File: src/rtl/if_stage.sv
// if_stage: instruction fetch. Owns the PC, the imem req/ack handshake,
// the IF/ID pipeline register and a one-entry skid buffer that catches a
// fetch completing while the pipeline is stalled.
module if_stage #(
  parameter int unsigned         PC_WIDTH    = 32,
  parameter int unsigned         INSTR_WIDTH = 32,
  parameter logic [PC_WIDTH-1:0] RESET_PC    = '0
) (
  input  logic                   clock,
  input  logic                   reset,
  output logic                   imem_req,
  output logic [PC_WIDTH-1:0]    imem_addr,
  input  logic                   imem_ack,
  input  logic [INSTR_WIDTH-1:0] imem_rdata,
  input  logic                   stall,
  input  logic                   flush,
  input  logic [PC_WIDTH-1:0]    redirect_pc,
  output logic [INSTR_WIDTH-1:0] ifid_instr,
  output logic [PC_WIDTH-1:0]    ifid_pc_plus4,
  output logic                   ifid_valid,
  output logic                   fetch_busy
);

  // BOOT: idle cycle after reset; RUN: fetching at pc; FULL: skid holds a
  // fetched word, no request; DRAIN: waiting out a request made stale by a flush.
  typedef enum logic [1:0] {BOOT, RUN, FULL, DRAIN} state_e;

  localparam logic [PC_WIDTH-1:0] PC_STEP    = PC_WIDTH'(4);
  localparam logic [PC_WIDTH-1:0] ALIGN_MASK = ~(PC_WIDTH'(3));

  state_e                 state_q, state_d;
  logic [PC_WIDTH-1:0]    pc_q, pc_d;
  logic [PC_WIDTH-1:0]    drain_addr_q, drain_addr_d;
  logic [PC_WIDTH-1:0]    target_q, target_d;
  logic [INSTR_WIDTH-1:0] skid_instr_q, skid_instr_d;
  logic [PC_WIDTH-1:0]    skid_pc4_q, skid_pc4_d;
  logic [INSTR_WIDTH-1:0] ifid_instr_q, ifid_instr_d;
  logic [PC_WIDTH-1:0]    ifid_pc4_q, ifid_pc4_d;
  logic                   ifid_valid_q, ifid_valid_d;
  logic [PC_WIDTH-1:0]    pc_plus4;
  logic [PC_WIDTH-1:0]    redirect_aligned;

  assign pc_plus4         = pc_q + PC_STEP;
  assign redirect_aligned = redirect_pc & ALIGN_MASK;

  // The request address is the stale drain address while draining so it
  // never moves between request and ack.
  assign imem_req      = (state_q == RUN) || (state_q == DRAIN);
  assign imem_addr     = (state_q == DRAIN) ? drain_addr_q : pc_q;
  assign fetch_busy    = ((state_q == RUN) && !imem_ack) || (state_q == DRAIN);
  assign ifid_instr    = ifid_instr_q;
  assign ifid_pc_plus4 = ifid_pc4_q;
  assign ifid_valid    = ifid_valid_q;

  // Next-state, PC, skid and IF/ID update; flush has top priority in every
  // state except BOOT, then ack, then stall.
  always_comb begin
    state_d      = state_q;
    pc_d         = pc_q;
    drain_addr_d = drain_addr_q;
    target_d     = target_q;
    skid_instr_d = skid_instr_q;
    skid_pc4_d   = skid_pc4_q;
    ifid_instr_d = ifid_instr_q;
    ifid_pc4_d   = ifid_pc4_q;
    ifid_valid_d = ifid_valid_q;

    case (state_q)
      BOOT: begin
        state_d = RUN;
      end

      RUN: begin
        if (flush) begin
          ifid_valid_d = 1'b0;
          if (imem_ack) begin
            pc_d = redirect_aligned;
          end else begin
            drain_addr_d = pc_q;
            target_d     = redirect_aligned;
            state_d      = DRAIN;
          end
        end else if (imem_ack) begin
          pc_d = pc_plus4;
          if (stall) begin
            skid_instr_d = imem_rdata;
            skid_pc4_d   = pc_plus4;
            state_d      = FULL;
          end else begin
            ifid_instr_d = imem_rdata;
            ifid_pc4_d   = pc_plus4;
            ifid_valid_d = 1'b1;
          end
        end else if (!stall) begin
          ifid_valid_d = 1'b0;
        end
      end

      FULL: begin
        if (flush) begin
          skid_instr_d = '0;
          skid_pc4_d   = '0;
          pc_d         = redirect_aligned;
          ifid_valid_d = 1'b0;
          state_d      = RUN;
        end else if (!stall) begin
          ifid_instr_d = skid_instr_q;
          ifid_pc4_d   = skid_pc4_q;
          ifid_valid_d = 1'b1;
          state_d      = RUN;
        end
      end

      DRAIN: begin
        ifid_valid_d = 1'b0;
        if (imem_ack) begin
          pc_d    = flush ? redirect_aligned : target_q;
          state_d = RUN;
        end else if (flush) begin
          target_d = redirect_aligned;
        end
      end

      default: begin
        state_d = BOOT;
      end
    endcase
  end

  // State registers; an asynchronous reset abandons any outstanding request.
  always_ff @(posedge clock or negedge reset) begin
    if (!reset) begin
      state_q      <= BOOT;
      pc_q         <= RESET_PC;
      drain_addr_q <= '0;
      target_q     <= '0;
      skid_instr_q <= '0;
      skid_pc4_q   <= '0;
      ifid_instr_q <= '0;
      ifid_pc4_q   <= '0;
      ifid_valid_q <= 1'b0;
    end else begin
      state_q      <= state_d;
      pc_q         <= pc_d;
      drain_addr_q <= drain_addr_d;
      target_q     <= target_d;
      skid_instr_q <= skid_instr_d;
      skid_pc4_q   <= skid_pc4_d;
      ifid_instr_q <= ifid_instr_d;
      ifid_pc4_q   <= ifid_pc4_d;
      ifid_valid_q <= ifid_valid_d;
    end
  end

endmodule

File: config.mk
export PLATFORM = sky130hd
export DESIGN_NAME = if_stage
export DESIGN_NICKNAME = d
export VERILOG_FILES = /design/src/rtl/if_stage.sv
export SDC_FILE = /design/constraint.sdc
export NUM_CORES = 1
export LEC_CHECK = 0
export BUFFER_PORTS_ARGS = -buffer_cell sky130_fd_sc_hd__buf_4
export CAP_MARGIN = 20
export CORE_MARGIN = 2
export CORE_UTILIZATION = 52
export DETAILED_ROUTE_END_ITERATION = 6
export PLACE_DENSITY = 0.84
export SLEW_MARGIN = 20
export SYNTH_ARGS = -nofsm -noshare
export SYNTH_HDL_FRONTEND = slang
export SYNTH_SLANG_ARGS = --single-unit
File: constraint.sdc
create_clock -name clock -period 2.4 [get_ports clock]
set_clock_uncertainty 0.2 [all_clocks]
set_input_delay 0.12 -clock clock [delete_from_list [all_inputs] [get_ports clock]]
set_output_delay 0.12 -clock clock [all_outputs]
set_load 0.005 [all_outputs]
==> summary by stage, run 1 <==
Global route
In the global route stage, overall resource usage came out at 27.9%. The via count of the first global-routing pass is 9374. Global routing finished with a remaining overflow of 0. The largest net degree at the start of global routing is 65.

The number of antenna violations at the first check in global routing is 0. The first global-routing pass estimated 49200 um of wire.

Floorplan
The number of placement rows is 52. The die covers 22000 um2. The floorplan die height is 148 um. For this configuration, the core starts out at a cell density of 53.2%. 168 I/O pins were placed.

The floorplan step defined a core boundary enclosing 20400 um2. The die extent in x is 148 um.

Worst setup path
The worst register-to-register path begins at pc_q[2]. The type of the worst setup path is register to register. The worst setup path is captured at a register. The arrival time at the worst endpoint is 2.65 ns.

The critical path starts at pc_q[2]. The critical path required time is 2.67 ns. STA classifies the critical path startpoint as a register.

Along the worst path, the maximum fanout reaches 7.

Route
In the routed design, unresolved DRC markers number 0. The detailed router put a total of 12200 um of wire on met1. The highest layer used for signal routing is met4. After detailed routing, the met3 layer carries 2850 um of wire. The count of nets left with antenna violations once routing finished came out at 0. Before antenna repair, the detailed router went through 6 iterations. The first routing iteration left 780 violations. Summed over all nets, wire length on met2 after detailed routing comes to 15200 um.

The final routed wirelength across all metal layers is 31200 um. The via density per instance is 5.98. After detailed routing, the average wire length per cell comes to 19.6 um. The routed layout has 9539 vias.

Placement
The wire-length estimate of the detail-placed layout is 19800 um. At the end of routability-driven placement, the weighted congestion stood at 0.883. OpenSTA, run right after detailed placement, puts the worst setup slack at 0.0372 ns. In this run the cell area measured after placement is 12600 um2.

In this run the tool buffered the top-level ports with 165 buffer cells.

Synth
The simple-gate portion of the synthesized area is 13.9%. The synthesis warning total is 0. Synthesis instantiated 57 different standard cells from the library. When the netlist entered floorplanning its net count stood at 1153. After synthesis the cells add up to 10800 um2.

Counting flops with an async set or reset pin after synthesis yields a share of 100%. The post-synthesis adder-cell area fraction is 0.116%. The portion of netlist area occupied by mux cells is 10.5%. The area fraction of the dominant cell type after synthesis is 52.5%. The xor-xnor portion of the synthesized cell area is 1.94%. After synthesis the netlist holds a flip-flop and latch count of 227.

Of the synthesized area, sequential elements account for 52.5%. The cell type with the largest total area after synthesis is dfrtp_1. Summing the areas of all compound-gate instances in the mapped netlist gives 17.2% of the synthesized area. The post-synthesis cell count is 1083. In the post-synthesis netlist, the cell with the most instances is dfrtp_1. Ranked by total cell area, the synthesized netlist is headed by dfrtp_1, mux2_2, nand2_1. In the synthesized netlist, the cells that appear most often are dfrtp_1, nand2_1, mux2_2, o21ai_0, clkbuf_1. In this run, synthesis inferred 0 flip-flops with an integrated enable. A synthesized cell averages 10.0 um2.

By area, the combinational part of the netlist is dominated by compound AO/OA/AOI/OAI gates. The top flip-flop cell by instance count after synthesis is dfrtp_1.

STA
Setup repair after global routing could not meet its margin everywhere. The number of endpoints failing setup at the final stage is 0. The final critical path time including I/O delays and setup is 2.39 ns. The final number of max-transition violations is 0.

The achievable frequency is 419 MHz. For the pin with the worst max-slew slack, the measured transition is 0.616 ns. The count of endpoints failing hold in the final timing report was 0. Dividing the final minimum period by the clock period gives 99.5%.

Measured against its own limit, the worst slew margin works out to 58.9%. The final worst-path setup slack is 0.0127 ns.

Clock network
The latest clock arrival within the worst-skew pair is 0.52 ns. The number of buffers inserted during clock tree synthesis is 24. Counting every sink on the clock net gives 227. The clock tree from TritonCTS is built.

In this run the number of H-tree levels came out at 1. No sink is reached through more buffers than the 3 on the longest clock path. Clock-pin slew was measured on the worst setup and hold paths at 0.06 ns. The CTS root buffer is clkbuf_16.

Power and ir drop
The cell leakage power is 6.30 nW. Power spread over the standard cell area amounts to 912 nW/um2. The worst-case IR drop observed on VDD is 639 uV.

Run status
The run finished with clean final reports.

Min path
In this run the most critical hold path is launched from redirect_pc[4]. The class of the tightest hold or removal check is primary input to register.

Finish
The layout cell share with drive strength beyond 1 is 28.4%. The final-stage net count is 1377. The antenna diode count is 0. At the end of the flow the core is filled with cells to 69.4%.

With fillers left out, the area of the finished cells amounts to 14100 um2. The area added between synthesis and finish is 30.5%.

Job
The count of maximum capacitance violations is 0.
-- cells in the final DEF (no fill, tap or decap), drive strengths merged, types with 30 or more instances in the layout --
cell	instances
o21ai	93
a21oi	30
nand2	176
clkbuf	39
nor2	75
dlygate4sd3	68
dfrtp	227
buf	222
mux2	100
a31oi	39
-- final cells by class --
class	count	area, um2
Fill cell	1422	6240
Sequential cell	227	5680
Multi-Input combinational cell	752	4790
Timing Repair Buffer	291	2510
Clock buffer	38	714
Tap cell	270	338
Clock inverter	5	53.8
Inverter	11	41.3
-- sequential cells by signal, indices dropped and copies added, names as in the netlist --
register,cells
state_q,2
skid_instr_q,32
ifid_valid,1
ifid_pc_plus4,32
target_q,32
skid_pc4_q,32
drain_addr_q,32
pc_q,32
ifid_instr,32
-- routing by layer --
layer	vias to the layer above	track usage, %
li1	4326	-
met1	4636	36.1
met2	498	47.9
met3	79	5.95
met4	0	7.57
met5	-	0
-- path summary, 6_finish.rpt --
path                              endpoint  slack, ns  cells past startpoint
max                         skid_pc4_q[20]       0.01                      6
max in group asynchronous   ifid_instr[24]       0.85                      4
min in group asynchronous  skid_instr_q[7]       0.48                      3
min reg2reg                 skid_pc4_q[25]       0.27                      2
max reg2reg                 skid_pc4_q[20]       0.01                      6
min                            target_q[4]       0.20                      3
-- cells by family (layout without fill, tap and decap cells) --
logic type	after synthesis	count (layout)
muxes	101	101
buffers and inverters	105	345
and+or+nand+nor	339	340
DFF	227	227
xor gates and xnor gates	24	24
AOI/OAI and AO/OA	286	286
adders and majority gates	1	1
-- worst max-delay path, stage by stage (launching register included) --
cell      delay, ns
dfrtp_1        0.38
ha_2           0.22
nand3_2        0.14
or4_4          0.63
or3_1          0.35
a211oi_1       0.29
a21o_1         0.12
-- stage by stage --
| stage | cells | hold WS (ns) | total power (W) | TNS (ns) |
|---|---|---|---|---|
| floorplan | 1083 | -0.376 | 0.00731 | 0 |
| global placement | 1480 | -0.115 | 0.00891 | 0 |
| detailed placement | 1480 | -0.117 | 0.00912 | 0 |
| CTS | 1591 | 0.187 | 0.0128 | 0 |
| global route | 1594 | 0.198 | 0.0135 | -0.0770 |
| finish | 1594 | 0.195 | 0.0129 | 0 |
-- what timing repair did --
item / in CTS / in global routing
hold buffers: 68 / 0
hold endpoints to repair: 364 / 0
pin swaps: 0 / 2
cloned: 0 / 2
setup buffers: 0 / 1
endpoints found under the setup margin: 3 / 12
resized for setup: 1 / 8
-- where the power goes --
group          switching [W]  total [W]  internal (W)
registers           0.000732    0.00565       0.00492
clock network        0.00148    0.00362       0.00214
logic                0.00167    0.00361       0.00194
total                0.00388     0.0129       0.00900
Note: power is estimated with default switching activity, not from simulation.
==> inputs of run 2 (changes only) <==
CORE_UTILIZATION = 29   (was 52)
PLACE_DENSITY = 0.55   (was 0.84)
==> run 2 against run 1 <==
Effect of this change: hold slack worse by 0.022 ns; global-route usage is 11 points lower; critical path type is now register to primary output; core utilization is 30 points lower; register-to-register slack better by 0.13 ns; sequential share of layout area is 1.1 points lower.
==> summary by stage, run 2 (synthesis gave the netlist of run 1 again) <==
Run status
The flow ran to the end, and the final reports show no timing, DRC or antenna violations.

STA
The actual slew at the worst max-slew pin is 0.769 ns. The ratio of final minimum period to clock period is 96.8%. The worst pin sits at a relative slew slack of 48.7%. For the finished layout, the period the worst path requires is 2.32 ns. The achievable frequency is 430 MHz. The count of endpoints failing hold in the final timing report is 0. The final number of max-transition violations is 0. Setup repair after global routing left no endpoint under its margin. Adding up every negative setup slack in the final design gives 0 ns.

The number of endpoints failing setup at the final stage is 0. The minimum hold slack is 0.173 ns.

Finish
The layout cell share with drive strength beyond 1 is 29.1%. In the layout the commonest cells are dfrtp_1, buf_4, nand2_1. The repair_antennas step left the layout with diodes totalling 0.

The final-stage net count is 1382. The most common cell after layout, fill and taps aside is dfrtp_1. From synthesis to final layout, the design area changed by 34.1%.

Clock network
In this run the number of H-tree levels came out at 1. The clock-pin slew of the registers on the worst-case setup and hold paths is 0.06 ns. Clock tree synthesis found a total of 227 sinks. At the later pin of the worst-skew pair, clock insertion delay measures 0.54 ns.

The maximum buffer depth of the clock tree is 3. Clock tree synthesis selected as its root buffer the cell clkbuf_16. The clock tree from TritonCTS is built.

The number of buffers inserted during clock tree synthesis is 27.

Global route
The total congestion overflow is 0. The via count of the first global-routing pass is 8754. The number of antenna violations at the first check in global routing is 0. The global-route wire length before repair is 50500 um. The largest net degree at the start of global routing is 74.

Global routing used 16.5% of the available tracks.

Worst setup path
The biggest fanout along the worst timing path is 36. The nature of the critical path startpoint is a register. The setup slack on the worst flop-to-flop path is 0.14 ns. The library cell contributing the largest single delay on the critical path is dfrtp_2. STA classifies the critical path endpoint as a primary output. Data arrives at the worst endpoint at 2.00 ns. The critical path required time is 2.08 ns. By instance count, the cell type seen most on the critical path is buf_12.

The buffering stage count on the worst path with inverters included is 3. The highest cell delay on the worst timing path is 0.44 ns. Walking the worst path, the cells encountered are buf_12 -> nand2_4 -> buf_12 -> mux2_2 -> buf_4. The type of the worst setup path is register to primary output. Among cell families on the critical path, the largest total delay comes from buffers and inverters.

Route
The per-cell routed wire length is 18.0 um. Once detail routing completed, the nets flagged for antenna violations numbered 0. The vias after detailed routing is 9010. The routed design has 32300 um of wire. The number of optimization iterations in the first detailed-route pass is 5. The via density per instance is 5.01. The number of DRC markers in iteration 0 is 582. The DRC violation count after routing is 0.

Floorplan
The number of placement rows is 70. In this run the standard cell core region covers 36700 um2. The die is 197 um tall. The area of the die is 38900 um2. The die extent in x is 197 um.

The top-level I/O count is 168. The starting density of the core is 29.5%.

Placement
The placed wire-length estimate after detailed placement is 21800 um. The number of buffer cells added on primary ports is 165. Routability-driven placement finished with a final weighted congestion of 0.825.

Power and ir drop
The cell leakage power is 6.37 nW. For this design the ratio of total power to cell area is 925 nW/um2. The worst vdd rail ir drop is 531 uV.

Min path
The class of the tightest hold or removal check is primary input to register.

Job
Across the run, the number of max-cap violations was 0.
[run 2: cell types whose count changed in the layout (fill, tap and decap cells not counted), moves of 2 or more]
cell / change
buf_4: +6
dfrtp_1: -4
dfrtp_2: +4
clkbuf_8: +3
bufinv_16: +2
clkbuf_1: -2
nor4_1: +2
nor4_2: -2
[run 2: path summary, 6_finish.rpt]
path,end,cells past startpoint,startpoint
max,imem_addr[18],5,state_q[1]
min,target_q[6],3,redirect_pc[6]
max reg2reg,ifid_pc_plus4[24],6,pc_q[2]
min reg2reg,skid_pc4_q[26],2,skid_pc4_q[26]
max in group asynchronous,ifid_pc_plus4[27],4,reset
min in group asynchronous,ifid_pc_plus4[24],4,reset
[run 2: area by class of cell]
| type | count | area [um2] |
|---|---|---|
| Clock buffer | 41 | 798 |
| Clock inverter | 8 | 125 |
| Fill cell | 3599 | 22200 |
| Inverter | 11 | 41.3 |
| Multi-Input combinational cell | 751 | 4770 |
| Sequential cell | 227 | 5690 |
| Tap cell | 468 | 586 |
| Timing Repair Buffer | 294 | 2510 |
[run 2: per-stage QoR]
stage / area (um2) / worst slack [ns] / total power (W) / instances / util (%)
after floorplan: 10800 / 0.0245 / 0.00731 / 1083 / -
after global placement: 12800 / 0.0568 / 0.00910 / 1681 / 35.0
after detailed placement: 12800 / 0.0475 / 0.00920 / 1681 / 35.0
after CTS: 14500 / 0.00403 / 0.0136 / 1799 / 39.5
after global routing: 14500 / 0.00555 / 0.0143 / 1800 / 39.6
final: 14500 / 0.0762 / 0.0134 / 1800 / 39.6
[run 2: worst reg2reg max path, stage by stage (launching register included)]
cell and delay (ns):
dfrtp_1 0.40, ha_1 0.22, nand3_2 0.11, or4_4 0.52, or3_1 0.40, a31oi_1 0.19
mux2_2 0.17
[run 2: layer usage]
| layer | up-vias | track usage, % | wire, um |
|---|---|---|---|
| met5 | - | 0 | 0 |
| met4 | 0 | 3.93 | 724 |
| met3 | 40 | 2.49 | 1720 |
| met2 | 268 | 25.8 | 14300 |
| met1 | 4364 | 23.8 | 15600 |
| li1 | 4338 | - | - |
[run 2: what timing repair did]
item / in CTS / in global routing
hold buffers: 68 / 0
pin swaps: 0 / 1
buffers inserted: 0 / 1
endpoints found under the hold margin: 359 / 0
cloned: 1 / 0
endpoints found under the setup margin: 32 / 13
gates resized for setup: 5 / 5
[run 2: power by group]
group	switching, W	internal [W]	leakage (nW)
logic	0.00166	0.00194	3.15
registers	0.000682	0.00492	2.77
clock network	0.00162	0.00261	0.450
total	0.00396	0.00947	6.37
==> inputs of run 3 (changes only) <==
CELL_PAD_IN_SITES_DETAIL_PLACEMENT = 1   (was default)
CELL_PAD_IN_SITES_GLOBAL_PLACEMENT = 2   (was default)
CTS_BUF_LIST = sky130_fd_sc_hd__clkbuf_8   (was default)
PLACE_DENSITY = 0.76   (was 0.55)
==> run 3 against run 2 <==
Effect of this change: die area did not move; routed wire length rose by 9.6%; hold slack worse by 0.050 ns; setup slack improved by 0.0088 ns; clock-buffer cell count grew 11; clock power down 13%; sequential share of layout area rose by 0.057 points; non-clock buffer count grew 5; core utilization shrank 0.075 points; critical endpoint is now imem_addr[1]; highest routed layer unchanged.
==> summary by stage, run 3 (synthesis gave the netlist of run 1 again) <==
STA
The achievable frequency is 432 MHz. The count of endpoints failing hold in the final timing report is 0. The minimum hold slack is 0.123 ns. Setup violations remaining at the end of the flow were counted as 0. Adding up every negative setup slack in the final design gives 0 ns. The final number of max-transition violations is 0. At the pin with the least slew margin, the transition time is 0.696 ns. The worst pin sits at a relative slew slack of 53.6%. The ratio of final minimum period to clock period is 96.5%. Setup repair after global routing left no endpoint under its margin.

The final critical path time including I/O delays and setup is 2.31 ns.

Worst setup path
The critical register-to-register path startpoint is pc_q[2]. The timing startpoint of the critical path is state_q[1]. The endpoint of the worst-slack reg-to-reg timing path is ifid_pc_plus4[19].

For the worst setup path, the data required time is 2.08 ns. For flop-to-flop paths, the worst setup slack is 0.11 ns. The critical path capture point type is a primary output. The critical path is of the register to primary output type. STA classifies the critical path startpoint as a register. The worst register-to-register path has a depth of 7. The critical path contains buffers and inverters numbering 3 combined. The library cell contributing the largest single delay on the critical path is dfrtp_2.

The highest cell delay on the worst timing path is 0.43 ns. The signal on the critical path passes through buf_12 -> nand2_8 -> buf_6 -> mux2_2 -> buf_4. The arrival time at the worst endpoint is 1.99 ns. The largest delay contributor family on the critical path is buffers and inverters. Along the worst path, the maximum fanout reaches 21.

Clock network
The latest clock arrival within the worst-skew pair is 0.60 ns. The number of H-tree levels is 2. The longest clock path from root to sink contains 3 buffers. The clock tree from TritonCTS is built.

After clock tree synthesis, the clock-pin slew on the worst setup and hold paths is 0.06 ns. CTS saw 227 sinks. In this run the clock root is driven by a clkbuf_8.

The number of buffers inserted during clock tree synthesis is 44.

Power and ir drop
The power share of the combinational group is 28.5%. In this run the power spent charging and discharging nets is 0.00413 W. Total power for the finished layout comes to 0.0130 W. The fraction of power consumed by the clock network is 28.3%.

For this design the ratio of total power to cell area is 896 nW/um2. The cell-internal power is 0.00886 W. The switching part of the total power is 31.8%. Per report_power, the sequential group accounts for 43.2% of the total. The worst vdd rail ir drop is 451 uV. The cell leakage power is 6.43 nW.

Finish
The final standard cell utilization of the core is 39.5%. The layout cell share with drive strength beyond 1 is 29.5%. The final-stage net count is 1404.

The area of the multi-input gates is 4780 um2. Leaving out fill and tap cells, the most frequent cell in the layout is dfrtp_1. Registers take 5680 um2. The layout filler cell count is 4110. The antenna diode count is 0. In the layout the commonest cells are dfrtp_1, buf_4, nand2_1. Compared with the post-synthesis result, the final layout area differs by 33.8%. The finished cells cover 14500 um2.

Global route
The global-route usage over all layers is 18.4%. Global routing used 4.10% of the available met3 tracks. The first global-routing pass estimated 56100 um of wire. The number of antenna violations at the first check in global routing is 0. After global routing, the most crowded layer is met2. The met1 track demand over resource is 24.7%. The via count of the first global-routing pass is 9842. The largest net degree at the start of global routing is 80.

The met2 global-route usage is 29.9%. The total overflow left after global routing is 0.

Placement
The final estimated routing congestion in global placement is 0.806. The number of buffer cells added on primary ports is 165. The wire-length estimate of the detail-placed layout is 23500 um. The placed instances occupy a cell area of 12800 um2.

Min path
The class of the tightest hold or removal check is primary input to register. Counting instances, the worst hold path has a depth of 3. For hold timing, the worst endpoint is target_q[29]. The launch instance of the worst min-delay path is redirect_pc[29].

Route
The number of DRC markers in iteration 0 is 442. In this run the remaining antenna-violating nets after routing total 0. The DRC violation count after routing is 0. The routed layout has 9291 vias. In the final routed layout, each cell accounts on average for 19.3 um. Using the TritonRoute via totals, the vias-per-cell ratio works out to 5.07. Before antenna repair, the detailed router went through 4 iterations. The final routed wirelength across all metal layers is 35400 um.

Run status
The run finished with clean final reports.

Floorplan
The core area is 36700 um2. The number of placement rows is 70. The floorplan step set the die width to 197 um. The top-level I/O count is 168. For this configuration, the core starts out at a cell density of 29.5%. The floorplan die height is 197 um.

The area of the die is 38900 um2.

Job
The count of maximum capacitance violations is 0.
-- run 3: worst max path at each step --
stage,endpoint,depth (start not counted)
2_1_floorplan,skid_pc4_q[20],7
3_3_place_gp,pc_q[24],7
3_5_place_dp,skid_pc4_q[20],6
4_1_cts,imem_addr[1],5
5_1_grt,imem_addr[5],5
6_report,imem_addr[1],5
-- run 3: layout make-up --
cell class	count	share of cell area, %
clock buffers	52	4.94
multi-input cells	751	33.0
clock inverters	24	0.717
repair buffers	299	17.8
well taps	468	4.04
flip-flops and latches	227	39.2
inverters	11	0.285
-- run 3: metal layers --
| layer | routed length, um | up-vias |
|---|---|---|
| met5 | 0 | - |
| met4 | 731 | 0 |
| met3 | 1650 | 52 |
| met2 | 16200 | 214 |
| met1 | 16800 | 4655 |
| li1 | - | 4370 |
-- run 3: power groups by stage --
stage	Sequential, W	Combinational, W	Clock (W)
2_1_floorplan	0.00550	0.00181	0
3_3_place_gp	0.00561	0.00351	0
3_5_place_dp	0.00569	0.00359	0
4_1_cts	0.00562	0.00377	0.00384
5_1_grt	0.00576	0.00412	0.00401
6_report	0.00561	0.00371	0.00367
-- run 3: metrics by stage --
stage,setup WS [ns],cells
final,0.0850,1832
after CTS,0.0140,1831
after global routing,0.00386,1832
after detailed placement,0.0352,1679
after floorplan,0.0245,1083
after global placement,0.101,1679
-- run 3: timing repair --
action,CTS,global route
setup endpoints to repair,32,26
hold buffers,73,1
gates resized for setup,11,3
endpoints found under the hold margin,388,20
pin swaps,0,1
cloned,1,0
buffers inserted,2,0
-- run 3: worst reg2reg max path, cell delays in order, from the launching register on --
cell and delay (ns):
dfrtp_1 0.36, buf_4 0.16, and4_1 0.41, and4_1 0.38, nand3_1 0.18, xnor2_1 0.21, buf_4 0.16, o22ai_1 0.08
